==> config.mk <==
export PLATFORM = sky130hd
export DESIGN_NAME = irq_sched_flat
export DESIGN_NICKNAME = d
export VERILOG_FILES = /design/src/rtl/irq_sched_if.sv /design/src/rtl/irq_sched.sv /design/src/flat_wrapper.sv
export SDC_FILE = /design/constraint.sdc
export NUM_CORES = 1
export LEC_CHECK = 0
export BUFFER_PORTS_ARGS = -buffer_cell sky130_fd_sc_hd__buf_2
export CAP_MARGIN = 20
export CORE_AREA = 2 2 99 53
export DETAILED_ROUTE_END_ITERATION = 12
export DIE_AREA = 0 0 101 55
export SLEW_MARGIN = 30
export SYNTH_ARGS = -nofsm -noshare
export SYNTH_HDL_FRONTEND = slang
export SYNTH_SLANG_ARGS = --single-unit
==> constraint.sdc <==
create_clock -name i_clk -period 1.65 [get_ports i_clk]
set_input_delay 0.2475 -clock i_clk [delete_from_list [all_inputs] [get_ports i_clk]]
set_output_delay 0.2475 -clock i_clk [all_outputs]
set_load 0.01 [all_outputs]
==> src/rtl/irq_sched_if.sv <==
// Core-side bundle for irq_sched: event/mask/boundary inputs and PC-mux control outputs.
// The core (or bench) drives through the master modport; the scheduler uses slave.
interface irq_sched_if #(
    parameter int NIRQ = 4,
    parameter int PCW  = 10
);
    logic [NIRQ-1:0] irq;
    logic            mask_we;
    logic [NIRQ-1:0] mask_d;
    logic            cpu_ready;
    logic [PCW-1:0]  pc_next;
    logic            reti;

    logic            int_take;
    logic [PCW-1:0]  vector;
    logic            ret_take;
    logic [PCW-1:0]  epc;
    logic            in_service;
    logic [NIRQ-1:0] pending;
    logic [NIRQ-1:0] mask;

    modport master (
        output irq, mask_we, mask_d, cpu_ready, pc_next, reti,
        input  int_take, vector, ret_take, epc, in_service, pending, mask
    );

    modport slave (
        input  irq, mask_we, mask_d, cpu_ready, pc_next, reti,
        output int_take, vector, ret_take, epc, in_service, pending, mask
    );
endinterface

==> src/rtl/irq_sched.sv <==
// Interrupt scheduler: edge-latched sources, masked priority pick, PC redirect and return.
// Define IRQ_SCHED_RR_EN for round-robin priority instead of fixed lowest-index-wins.
module irq_sched #(
    parameter int                 NIRQ       = 4,
    parameter int                 PCW        = 10,
    parameter logic [PCW-1:0]     VEC_BASE   = 10'h3C0,
    parameter int                 VEC_STRIDE = 16
) (
    input  logic        i_clk,
    input  logic        i_reset,
    irq_sched_if.slave  bus
);
    // state     | meaning
    // S_IDLE    | waiting for eligible event at an instruction boundary
    // S_TAKE    | one cycle: redirect PC to vector, save epc, clear pending bit
    // S_SERVICE | handler running, no nesting
    // S_RET     | one cycle: redirect PC to epc
    localparam int IW = (NIRQ > 1) ? $clog2(NIRQ) : 1;

    typedef enum logic [1:0] {S_IDLE, S_TAKE, S_SERVICE, S_RET} state_t;

    state_t          r_state;
    state_t          w_state_nxt;
    logic [NIRQ-1:0] r_prev;
    logic [NIRQ-1:0] r_pending;
    logic [NIRQ-1:0] r_mask;
    logic [IW-1:0]   r_idx;
    logic [PCW-1:0]  r_epc;

    logic [NIRQ-1:0] w_edge;
    logic [NIRQ-1:0] w_eligible;
    logic [NIRQ-1:0] w_clr;
    logic [IW-1:0]   w_sel_idx;
    logic            w_sel_vld;
    logic [PCW-1:0]  w_vec_calc;

    assign w_edge     = bus.irq & ~r_prev;
    assign w_eligible = r_pending & r_mask;
    assign w_vec_calc = VEC_BASE + PCW'(r_idx) * PCW'(VEC_STRIDE);

`ifdef IRQ_SCHED_RR_EN
    logic [IW-1:0] r_last;
    logic [IW-1:0] w_cand;

    always_comb begin
        w_sel_vld = 1'b0;
        w_sel_idx = '0;
        w_cand    = '0;
        for (int k = 0; k < NIRQ; k++) begin
            w_cand = IW'((int'(r_last) + 1 + k) % NIRQ);
            if (!w_sel_vld && w_eligible[w_cand]) begin
                w_sel_vld = 1'b1;
                w_sel_idx = w_cand;
            end
        end
    end

    always_ff @(posedge i_clk) begin
        if (i_reset)
            r_last <= '0;
        else if (r_state == S_TAKE)
            r_last <= r_idx;
    end
`else
    // Scan from the top down so the lowest set index is the last one written.
    always_comb begin
        w_sel_vld = 1'b0;
        w_sel_idx = '0;
        for (int k = NIRQ - 1; k >= 0; k--) begin
            if (w_eligible[k]) begin
                w_sel_vld = 1'b1;
                w_sel_idx = IW'(k);
            end
        end
    end
`endif

    always_ff @(posedge i_clk) begin
        if (i_reset)
            r_state <= S_IDLE;
        else
            r_state <= w_state_nxt;
    end

    always_comb begin
        w_state_nxt = r_state;
        case (r_state)
            S_IDLE:    if (w_sel_vld && bus.cpu_ready) w_state_nxt = S_TAKE;
            S_TAKE:    w_state_nxt = S_SERVICE;
            S_SERVICE: if (bus.reti) w_state_nxt = S_RET;
            S_RET:     w_state_nxt = S_IDLE;
            default:   w_state_nxt = S_IDLE;
        endcase
    end

    always_comb begin
        bus.int_take   = (r_state == S_TAKE);
        bus.ret_take   = (r_state == S_RET);
        bus.in_service = (r_state == S_SERVICE);
        bus.vector     = (r_state == S_TAKE) ? w_vec_calc : '0;
    end

    assign bus.epc     = r_epc;
    assign bus.pending = r_pending;
    assign bus.mask    = r_mask;

    // New edges are OR-ed in after the clear so a same-cycle re-event stays pending.
    assign w_clr = (r_state == S_TAKE) ? (NIRQ'(1) << r_idx) : '0;

    always_ff @(posedge i_clk) begin
        if (i_reset) begin
            r_prev    <= '0;
            r_pending <= '0;
            r_mask    <= '0;
            r_idx     <= '0;
            r_epc     <= '0;
        end else begin
            r_prev    <= bus.irq;
            r_pending <= (r_pending & ~w_clr) | w_edge;
            if (bus.mask_we)
                r_mask <= bus.mask_d;
            if (r_state == S_IDLE && w_state_nxt == S_TAKE)
                r_idx <= w_sel_idx;
            if (r_state == S_TAKE)
                r_epc <= bus.pc_next;
        end
    end
endmodule

==> src/flat_wrapper.sv <==
// flat-port wrapper written by rule: the top's interface ports become plain ports
module irq_sched_flat 
#(
    parameter int                 NIRQ       = 4,
    parameter int                 PCW        = 10,
    parameter logic [PCW-1:0]     VEC_BASE   = 10'h3C0,
    parameter int                 VEC_STRIDE = 16
)
  (i_clk, i_reset, bus_irq, bus_mask_we, bus_mask_d, bus_cpu_ready, bus_pc_next, bus_reti, bus_int_take, bus_vector, bus_ret_take, bus_epc, bus_in_service, bus_pending, bus_mask);
  irq_sched_if #(.NIRQ(NIRQ), .PCW(PCW)) bus_i ();
  input  logic i_clk;
  input  logic i_reset;
  input wire logic [$bits(bus_i.irq)-1:0] bus_irq;
  input wire logic [$bits(bus_i.mask_we)-1:0] bus_mask_we;
  input wire logic [$bits(bus_i.mask_d)-1:0] bus_mask_d;
  input wire logic [$bits(bus_i.cpu_ready)-1:0] bus_cpu_ready;
  input wire logic [$bits(bus_i.pc_next)-1:0] bus_pc_next;
  input wire logic [$bits(bus_i.reti)-1:0] bus_reti;
  output wire logic [$bits(bus_i.int_take)-1:0] bus_int_take;
  output wire logic [$bits(bus_i.vector)-1:0] bus_vector;
  output wire logic [$bits(bus_i.ret_take)-1:0] bus_ret_take;
  output wire logic [$bits(bus_i.epc)-1:0] bus_epc;
  output wire logic [$bits(bus_i.in_service)-1:0] bus_in_service;
  output wire logic [$bits(bus_i.pending)-1:0] bus_pending;
  output wire logic [$bits(bus_i.mask)-1:0] bus_mask;
  assign bus_i.irq = bus_irq;
  assign bus_i.mask_we = bus_mask_we;
  assign bus_i.mask_d = bus_mask_d;
  assign bus_i.cpu_ready = bus_cpu_ready;
  assign bus_i.pc_next = bus_pc_next;
  assign bus_i.reti = bus_reti;
  assign bus_int_take = bus_i.int_take;
  assign bus_vector = bus_i.vector;
  assign bus_ret_take = bus_i.ret_take;
  assign bus_epc = bus_i.epc;
  assign bus_in_service = bus_i.in_service;
  assign bus_pending = bus_i.pending;
  assign bus_mask = bus_i.mask;
  irq_sched #(.NIRQ(NIRQ), .PCW(PCW), .VEC_BASE(VEC_BASE), .VEC_STRIDE(VEC_STRIDE)) u_core (.i_clk(i_clk), .i_reset(i_reset), .bus(bus_i));
endmodule
==> results.txt, run 1 <==
----------------------------------------------------
[Power]
  Relative contribution of the clock network to total power ... 22.1%
  Pwr Density ... ~1300 mW/mm^2
  Peak VDD IR ... roughly 0.43 mV
  Int Power ... about 0.0012 W
  Net Sw Frac ... between 30% and 40%
  Share of total power in combinational logic ... roughly 36%
  Reported net switching power ... about 0.00063 W
  Reg power frac ... a little over two fifths
  Leakage power of the design ... ~0.70 nW

[Synth]
  Post-synthesis instance total ... about 120
  Dominant register cell in the synthesized netlist ... dfxtp_1
  Synth warn ... 0
  Register bit total from synthesis ... 26
  FFs w/ async S/R, synth ... 0%
  Avg Cell Area, Syn ... 9.515 um^2
  Main combinational cell family by area after synthesis ... simple AND/OR/NAND/NOR gates
  Sequential-to-total area share from yosys stat ... between 40 and 50%
  Xor/xnor share of the synthesized area ... 0%
  Compound-cell area share of the yosys netlist ... 11.05%
  Adder-cell area share of the yosys netlist ... 4.420%
  Simple-gate portion of the synthesized area ... 16.02%
  Fraction of synthesized area in multiplexers ... 13.26%
  Cell area after technology mapping ... between 0.001 and 0.0015 mm^2
  Post-synth EDFFs ... 0
  Number of unique standard cell types used by synthesis ... 23

[Drt]
  Post-DR wirelength/cell ... around 11 um
  Overall routed net length ... 2557 um
  Number of optimization iterations in the first detailed-route pass ... 4
  Iteration-0 DRC count of the detailed router ... 23
  Total number of vias ... roughly 930
  Vias per inst ... approximately 4.1
  Number of nets with antenna violations after routing ... 0
  DRC violation count after routing ... 0

[Timing]
  Final hold violation count ... 0
  Final min period ... roughly 1.5 ns
  Hold_ws ... approximately 0.2 ns
  Share of the cycle needed by the critical path after routing ... between 90% and 100%
  Post-route clock skew ... around 0.0070 ns
  Setup Viol. Count Final ... 0
  RSZ-0062 raised after global routing ... false
  TNS Setup ... 0 ns
  Max-slew violation count ... 0
  Max Fclk ... 658.0 MHz
  Slew @ Worst Pin ... 0.5190 ns
  Max transition margin ... 65.40%

[Clock tree]
  Buffers from clock root to sink, at most ... 2
  TritonCTS sink count ... 26
  CTS tree ... built
  Hold-fix buffers, CTS ... 0
  Clock-pin slew on the worst setup and hold paths ... about 0.09 ns
  Number of buffers added by the clock tree synthesis step ... 3
  Setup bufs post-CTS ... 0
  Root Buffer Master ... clkbuf_8
  H-tree depth ... 1
  Worst-Skew Late Latency ... between 0.2 and 0.3 ns

[Min path]
  Worst min path class ... in -> reg
  Cell depth of the worst hold path ... 2

[Finish]
  Storage cell area ... between 500 and 600 um^2
  Layout cells sized above 1 ... a little under two fifths
  Area occupied by multi-input gates ... between 500 and 600 um^2
  Number of nets in the final layout ... ~190
  Signed area change from the synthesized netlist to the final layout ... 29.06%
  Fill cell total of the finished layout ... between 500 and 600
  Antenna Cells ... 0

[Global route]
  Largest net degree at the start of global routing ... 27
  GRT overflow ... 0
  Global Route Usage Sum ... around 9%
  Initial antenna violation count ... 0
  Via count of the first global-routing pass ... 740
  Wire length of the first global-routing pass ... 3705 um

[Worst setup path]
  Delay of the slowest cell on the worst path ... roughly 0.42 ns
  Slowest stage cell on the critical path ... dfxtp_2
  Number of buffers and inverters on the critical path ... 1
  Worst-case reg-to-reg path depth ... 6
  Crit path max-delay family ... flip-flops
  Worst setup path class ... reg -> reg
  Required time reported for the critical path endpoint ... approximately 1.8 ns
  Register-to-Register Setup Slack ... between 0.1 and 0.15 ns
  Number of cells on the critical path ... 6
  Critical-path cell list ... inv_1 -> ha_1 -> nand3b_1 -> a21o_2 -> nand3_1 -> a21oi_1
  Element type at the critical path start ... register
  Maximum fanout count along the critical path ... 6
  CP Capture Type ... register
  Data arrival time of the worst path ... ~1.7 ns

[Floorplan]
  Standard-cell row count ... 18
  Die Y ... 55 um
  Initial Utilization ... 23.94%
  IO Count ... 54
  Horizontal die dimension ... between 100 and 150 um
  Standard cell core area ... around 0.0047 mm^2
  Die Footprint ... around 0.0056 mm^2

[Place]
  DP HPWL ... approximately 2000 um
  Total of buffers placed on input and output ports ... 49
  GP Congestion ... around 0.74

[Status]
  Status ... finished clean

[Run]
  Max capacitance violation total ... 0

----------------------------------------------------
## metal layers
metal	track usage (%)	vias to the layer above	part of all wire, %
li1	-	472	-
met5	0	-	0
met2	12.33	42	39
met4	0.6757	0	0.16
met1	13.51	412	53
met3	3.518	2	8.1
## kinds of logic (layout without fill, tap and decap cells)
group,Yosys count,in the layout
AND/OR/NAND/NOR,40,40
multiplexers,15,15
adder cells (fa/ha/maj),4,4
buffers and inverters,17,59
AO/OA/AOI/OAI,16,16
flip-flops,26,26
other,1,4
## layout by cell type (no fill, tap or decap), drive strengths merged
cell / synthesis / routed
dfxtp: 26 / 26
buf: 11 / 51
nand3b: 1 / 1
mux2i: 15 / 15
a32o: 1 / 1
o2111ai: 2 / 2
ha: 4 / 4
a211oi: 1 / 1
nand2b: 2 / 2
nor2: 18 / 18
inv: 4 / 4
nand3: 2 / 2
a21o: 1 / 1
a21oi: 6 / 6
nand2: 9 / 9
nor2b: 8 / 8
clkbuf: 2 / 4
a21boi: 1 / 1
conb: 1 / 4
a22oi: 2 / 2
o21ai: 2 / 2
## synth_stat cells, types with 4 or more instances
cell type / instances / area (um^2)
mux2i_1: 15 / 150.1
dfxtp_1: 26 / 520.5
inv_1: 4 / 15.01
a21oi_1: 6 / 30.03
ha_1: 4 / 50.05
nand2_1: 9 / 33.78
nor2b_1: 8 / 50.05
nor2_1: 18 / 67.56
buf_4: 9 / 67.56
## worst paths after layout
kind	startpoint	end
min	bus_irq[2]	u_core.r_prev[2]
min reg2reg	u_core.bus.epc[5]	u_core.bus.epc[5]
max	u_core.r_state[0]	u_core.r_idx[1]
max reg2reg	u_core.r_state[0]	u_core.r_idx[1]
## metrics by stage
stage               total power, W  util [%]  cell area, um^2  instances  worst slack (ns)
global route              0.002011     30.90             1461        224           0.03677
floorplan                 0.001276         -             1144        122            0.2891
finish                    0.001874     30.90             1461        224            0.1301
detailed placement        0.001449     29.44             1393        220            0.1322
CTS                       0.001890     30.66             1450        224          0.008469
global placement          0.001438     29.44             1393        220            0.1991
## final cells by class
class                   instances  area share [%]
repair buffers                 51           17.81
well taps                      60           5.137
inverters                       4           1.027
multi-input cells              79           36.56
clock buffers                   4           3.767
flip-flops and latches         26           35.70
## state kept, by name, summed over array words and instances, names as in the netlist
signal	cells
u_core.r_idx	2
u_core.r_prev	4
u_core.bus.pending	4
u_core.r_state	2
u_core.bus.mask	4
u_core.bus.epc	10
## repair_timing
item,CTS,global route
gates cloned,0,0
endpoints found under the setup margin,7,9
hold endpoints to repair,0,0
gates resized for setup,1,2
## power by group through the flow
stage | Clock [W] | Sequential [W] | Combinational (W)
2_1_floorplan | 0 | 0.000817 | 0.000459
3_3_place_gp | 0 | 0.000797 | 0.000641
3_5_place_dp | 0 | 0.000798 | 0.000651
4_1_cts | 0.000446 | 0.000785 | 0.000659
5_1_grt | 0.000463 | 0.000808 | 0.000740
6_report | 0.000415 | 0.000792 | 0.000667
Note: power is estimated with default switching activity, not from simulation.
==> run 2, diff against run 1 <==
Settings changed: CORE_AREA 2 2 99 53 to 8 8 105 59, DIE_AREA 0 0 101 55 to 0 0 113 67.
==> run 2 against run 1 <==
  * Utilization up 0.16 points
  * Global-route usage down 1.0 points
  * Sequential power about the same
  * Die area up 36%
  * Final area up 0.51%
  * Routed wire length up 14%
  * Total power about the same
  * Maximum frequency about the same
  * Register-to-register slack about the same
  * Non-clock buffer count up 1
  * Via count down 0.22%
  * Critical path type unchanged
  * Largest power group unchanged
==> results.txt, run 2 (synthesis results as in run 1) <==
----------------------------------------------------
[Status]
  Status ... finished clean

[Timing]
  Share of the cycle needed by the critical path after routing ... 92.08% (about the same)
  Max Fclk ... 658.2 MHz (about the same)
  Final hold violation count ... 0 (unchanged)
  Max-slew violation count ... 0 (unchanged)
  TNS Setup ... 0 ns (unchanged)
  Setup ws final ... 0.1307 ns (+0.0005340 ns)
  Post-route clock skew ... 0.007248 ns (+0.0002232 ns)
  Setup Viol. Count Final ... 0 (unchanged)
  Final min period ... 1.519 ns (-0.0005340 ns)
  RSZ-0062 raised after global routing ... false

[Worst setup path]
  Beginning of the worst register-to-register path ... u_core.r_state[0]
  Element type at the critical path start ... register
  Delay of the slowest cell on the worst path ... 0.42 ns (about the same)
  Capture instance of the worst register-to-register path ... u_core.r_idx[1]
  Critical-path cell list ... inv_1 -> ha_1 -> nand3b_1 -> a21o_2 -> nand3_1 -> a21oi_1
  Worst setup path class ... reg -> reg
  Worst-case reg-to-reg path depth ... 6 (unchanged)
  Data arrival time of the worst path ... 1.65 ns (about the same)
  Maximum fanout count along the critical path ... 6 (unchanged)
  Register-to-Register Setup Slack ... 0.13 ns (about the same)
  Slowest stage cell on the critical path ... dfxtp_2
  Required time reported for the critical path endpoint ... 1.78 ns (about the same)
  CP Capture Type ... register

[Power]
  Leakage power of the design ... 0.7012 nW (+0.73%)
  Peak VDD IR ... 0.4131 mV (-3.9%)
  Pwr Density ... 1276 mW/mm^2 (-0.49%)

[Clock tree]
  TritonCTS sink count ... 26 (unchanged)
  H-tree depth ... 1 (unchanged)
  Worst-Skew Late Latency ... 0.27 ns (about the same)
  Number of buffers added by the clock tree synthesis step ... 3 (unchanged)
  CTS tree ... built
  Clock-pin slew on the worst setup and hold paths ... 0.09 ns (about the same)
  Hold-fix buffers, CTS ... 0 (unchanged)
  Setup bufs post-CTS ... 0 (unchanged)
  Root Buffer Master ... clkbuf_8
  Buffers from clock root to sink, at most ... 2 (unchanged)

[Drt]
  Overall routed net length ... 2913 um (+14%)
  Vias per inst ... 4.116 (-0.66%)
  Iteration-0 DRC count of the detailed router ... 33 (+43%)
  Number of nets with antenna violations after routing ... 0 (unchanged)
  Total number of vias ... 926 (-0.22%)
  Post-DR wirelength/cell ... 12.95 um (+13%)
  DRC violation count after routing ... 0 (unchanged)
  Number of optimization iterations in the first detailed-route pass ... 4 (unchanged)

[Floorplan]
  Die Footprint ... 0.007571 mm^2 (+36%)
  Initial Utilization ... 23.94% (unchanged)
  Standard-cell row count ... 18 (unchanged)
  Horizontal die dimension ... 113 um (+12%)
  Standard cell core area ... 0.004730 mm^2 (unchanged)
  Die Y ... 67 um (+22%)
  IO Count ... 54 (unchanged)

[Global route]
  Largest net degree at the start of global routing ... 27 (unchanged)
  Wire length of the first global-routing pass ... 4850 um (+31%)
  Global Route Usage Sum ... 7.970% (-1.0 points)
  Via count of the first global-routing pass ... 963 (+30%)
  GRT overflow ... 0 (unchanged)
  Initial antenna violation count ... 0 (unchanged)

[Finish]
  Most frequent cells in the layout ... buf_2, dfxtp_1, nor2_1, mux2i_1, nand2_1
  Signed area change from the synthesized netlist to the final layout ... 29.72%
  Final cell area excluding filler cells ... 0.001469 mm^2 (+0.51%)
  Commonest non-fill, non-tap cell in the layout ... buf_2
  Layout cells sized above 1 ... 38.18% (+0.38 points)
  Number of nets in the final layout ... 193 (+0.52%)
  Antenna Cells ... 0 (unchanged)
  Final standard cell utilization of the core ... 31.06% (+0.16 points)
  Max FFs per register ... 10 (unchanged)

[Place]
  GP Congestion ... 0.8686 (+17%)
  Total of buffers placed on input and output ports ... 49 (unchanged)
  Worst Setup Slack post-DPL ... 0.1217 ns (-0.01050 ns)
  DP HPWL ... 2362 um (+20%)
  Cell area after placement ... 0.001400 mm^2 (+0.54%)

[Min path]
  Destination of the worst hold path ... u_core.r_prev[0]
  Worst min path class ... in -> reg
  Cell depth of the worst hold path ... 2 (unchanged)
  Start point of the worst min-delay path ... bus_irq[0]

[Run]
  Max capacitance violation total ... 0 (unchanged)

----------------------------------------------------
## run 2: cell count changes in the layout (fill, tap and decap cells not counted)
cell | before | now
buf_4 | 2 | 3
## run 2: how the worst max path moves through the flow
stage | from | endpoint | cells after the start
final | u_core.r_state[0] | u_core.r_idx[1] | 6
after global routing | u_core.r_state[0] | u_core.r_idx[1] | 6
after CTS | u_core.r_state[0] | bus_vector[7] | 3
after detailed placement | u_core.r_state[0] | u_core.r_idx[1] | 6
after global placement | u_core.r_state[0] | u_core.r_idx[0] | 6
after floorplan | u_core.r_state[0] | u_core.r_idx[1] | 6
## run 2: layout make-up
cell class | instances | area, um^2
clock buffers | 4 | 55.05
fillers | 508 | 3261
inverters | 4 | 15.01
multi-input cells | 79 | 534.3
flip-flops and latches | 26 | 521.8
well taps | 60 | 75.07
repair buffers | 52 | 267.8
## run 2: layer usage
metal,GRT usage [%],up-vias,routed length (um)
li1,-,472,-
met1,10.40,413,1394
met2,12.00,41,1194
met3,3.968,0,325
met4,0.4934,0,0
met5,0,-,0
## run 2: where the power goes
part / total, W / switching, W / internal [W]
combinational: 0.000673 / 0.000361 / 0.000312
sequential: 0.000794 / 0.0000755 / 0.000719
clock: 0.000407 / 0.000194 / 0.000213
total: 0.00187 / 0.000630 / 0.00124
## run 2: timing repair
action                     CTS  global route
resized for setup            1             2
setup endpoints to repair    6             9
pin swaps                    0             0
## run 2: worst max-delay path, delay by kind of cell (launching register included)
kind	cells	cell delay, ns
adder cells (fa/ha/maj)	1	0.34
buffers and inverters	1	0.11
AND/OR/NAND/NOR	2	0.24
AO/OA/AOI/OAI	2	0.26
flip-flops	1	0.42
## run 2: metrics by stage
step                      hold WS [ns]  std cells  power (W)
final                           0.2028        225   0.001874
after CTS                       0.1950        225   0.001890
after global placement          0.4710        221   0.001456
after detailed placement        0.4769        221   0.001465
after floorplan                 0.3757        122   0.001276
after global routing            0.1991        225   0.002022
==> run 3, diff against run 2 <==
Settings changed: CORE_AREA 8 8 105 59 to 8 8 60 62, DIE_AREA 0 0 113 67 to 0 0 68 70, PLACE_DENSITY from default to 0.75.
==> run 3 against run 2 <==
  * Final area shrank 5.2%
  * Non-clock buffer count is 2 lower
  * Critical path depth down 2
  * Via count up 5.1%
  * First-iteration DRC count decreased by 21%
  * Final cell count fell by 14%
  * Global-route usage grew 2.7 points
  * Count of clock-buffer cells in the layout did not move
  * Sequential share of layout area is 1.9 points higher
  * Highest routed layer is now met4
  * Critical path type is now reg -> out
==> results.txt, run 3 (synthesis results as in run 1) <==
----------------------------------------------------
[Status]
  Status ... finished clean

[Finish]
  Signed area change from the synthesized netlist to the final layout ... 22.98%
  Final standard cell utilization of the core ... 52.30% (+21 points)
  Number of nets in the final layout ... 191 (-1.0%)
  Most frequent cells in the layout ... buf_2, dfxtp_1, nor2_1, mux2i_1, nand2_1
  Commonest non-fill, non-tap cell in the layout ... buf_2
  Layout cells sized above 1 ... 37.42% (-0.76 points)
  Antenna Cells ... 0 (unchanged)
  Max FFs per register ... 10 (unchanged)
  Fill cell total of the finished layout ... 255 (-50%)

[Min path]
  Worst min path class ... in -> reg
  Cell depth of the worst hold path ... 2 (unchanged)

[Timing]
  Share of the cycle needed by the critical path after routing ... 95.75% (+3.7 points)
  Max-slew violation count ... 0 (unchanged)
  Setup Viol. Count Final ... 0 (unchanged)
  Post-route clock skew ... 0.001213 ns (-0.006035 ns)
  Final min period ... 1.580 ns (+0.06048 ns)
  RSZ-0062 raised after global routing ... false
  Max Fclk ... 633.0 MHz (-3.8%)
  Final hold violation count ... 0 (unchanged)
  TNS Setup ... 0 ns (unchanged)

[Clock tree]
  Root Buffer Master ... clkbuf_4
  Hold-fix buffers, CTS ... 0 (unchanged)
  Clock-pin slew on the worst setup and hold paths ... 0.14 ns (+0.05 ns)
  TritonCTS sink count ... 26 (unchanged)
  H-tree depth ... 1 (unchanged)
  Buffers from clock root to sink, at most ... 2 (unchanged)
  Setup bufs post-CTS ... 0 (unchanged)
  CTS tree ... built
  Number of buffers added by the clock tree synthesis step ... 3 (unchanged)
  Worst-Skew Late Latency ... 0.31 ns (+0.04 ns)
  Cts repair resizes ... 2 (+1)

[Floorplan]
  IO Count ... 54 (unchanged)
  Standard-cell row count ... 19 (+1)
  Standard cell core area ... 0.002663 mm^2 (-44%)
  Initial Utilization ... 42.53% (+19 points)
  Die Y ... 70 um (+4.5%)
  Horizontal die dimension ... 68 um (-40%)
  Die Footprint ... 0.004760 mm^2 (-37%)

[Power]
  Int Power ... 0.001148 W (-7.7%)
  Peak VDD IR ... 0.6235 mV (+51%)
  Reg power frac ... 44.9% (+2.5 points)
  Relative contribution of the clock network to total power ... 18.3% (-3.4 points)
  Pwr Density ... 1258 mW/mm^2 (-1.4%)
  Leakage power of the design ... 0.6819 nW (-2.7%)
  Total Power Consumption ... 0.001751 W (-6.5%)
  Share of total power in combinational logic ... 36.8% (+0.9 points)
  Net Sw Frac ... 34.43% (+0.80 points)
  Reported net switching power ... 0.0006029 W (-4.3%)

[Global route]
  Largest net degree at the start of global routing ... 27 (unchanged)
  Wire length of the first global-routing pass ... 4153 um (-14%)
  Global Route Usage Sum ... 10.70% (+2.7 points)
  Via count of the first global-routing pass ... 942 (-2.2%)
  GRT overflow ... 0 (unchanged)
  Initial antenna violation count ... 0 (unchanged)

[Drt]
  Post-DR wirelength/cell ... 13.49 um (+4.2%)
  DRC violation count after routing ... 0 (unchanged)
  Number of optimization iterations in the first detailed-route pass ... 6 (+2)
  Iteration-0 DRC count of the detailed router ... 26 (-21%)
  Total number of vias ... 973 (+5.1%)
  Vias per inst ... 5.015 (+22%)
  Overall routed net length ... 2617 um (-10%)
  Number of nets with antenna violations after routing ... 0 (unchanged)

[Worst setup path]
  Data arrival time of the worst path ... 1.33 ns (-0.32 ns)
  Required time reported for the critical path endpoint ... 1.40 ns (-0.38 ns)
  Worst-case reg-to-reg path depth ... 6 (unchanged)
  Maximum fanout count along the critical path ... 14 (+8)
  Worst setup path class ... reg -> out
  CP Capture Type ... output pin
  Element type at the critical path start ... register

[Place]
  DP HPWL ... 2107 um (-11%)
  Total of buffers placed on input and output ports ... 49 (unchanged)
  GP Congestion ... 0.7353 (-15%)

[Run]
  Max capacitance violation total ... 0 (unchanged)

----------------------------------------------------
[run 3: changes by cell type in the layout (fill, tap and decap cells not counted), sizes merged]
cell	before	now
buf	52	50
[run 3: cell type report]
| type | count | area (um^2) | area share [%] |
|---|---|---|---|
| clock buffers | 4 | 36.28 | 2.606 |
| well taps | 31 | 38.79 | 2.785 |
| multi-input cells | 79 | 524.3 | 37.65 |
| flip-flops and latches | 26 | 521.8 | 37.47 |
| inverters | 4 | 15.01 | 1.078 |
| repair buffers | 50 | 256.5 | 18.42 |
[run 3: path summary, 6_finish.rpt]
path	start	to	slack (ns)
worst max-delay path	u_core.r_state[1]	bus_vector[9]	0.07
worst min-delay path	bus_irq[2]	u_core.r_prev[2]	0.15
worst max register to register	u_core.r_state[0]	u_core.r_idx[1]	0.17
worst min register to register	u_core.r_prev[2]	u_core.bus.pending[2]	0.50
[run 3: per-layer routing]
metal	wire length (um)	part of all wire (%)	GRT usage, %	up-vias
li1	-	-	-	473
met1	1025	39	12.38	439
met2	1200	46	18.27	53
met3	350	13	3.668	8
met4	40	1.5	2.050	0
met5	0	0	0	-
[run 3: critical path, stage by stage, from the launching register on]
cell,delay [ns]
dfxtp_1,0.36
inv_1,0.08
ha_2,0.23
buf_6,0.19
buf_2,0.15
[run 3: power by group through the flow]
stage	registers, W	logic (W)	clock network, W
after global routing	0.000800	0.000709	0.000348
after floorplan	0.000817	0.000459	0
after CTS	0.000787	0.000649	0.000321
final	0.000786	0.000644	0.000321
after detailed placement	0.000799	0.000639	0
after global placement	0.000789	0.000611	0
[run 3: stage by stage]
stage               instance area [um^2]  setup WS (ns)  hold WS [ns]  cells
finish                              1393        0.07018        0.1485    194
global route                        1393       0.003027        0.1459    194
CTS                                 1390        0.01613        0.1527    194
detailed placement                  1349         0.1072        0.4750    190
global placement                    1349         0.2263        0.4684    190
floorplan                           1144         0.2891        0.3757    122
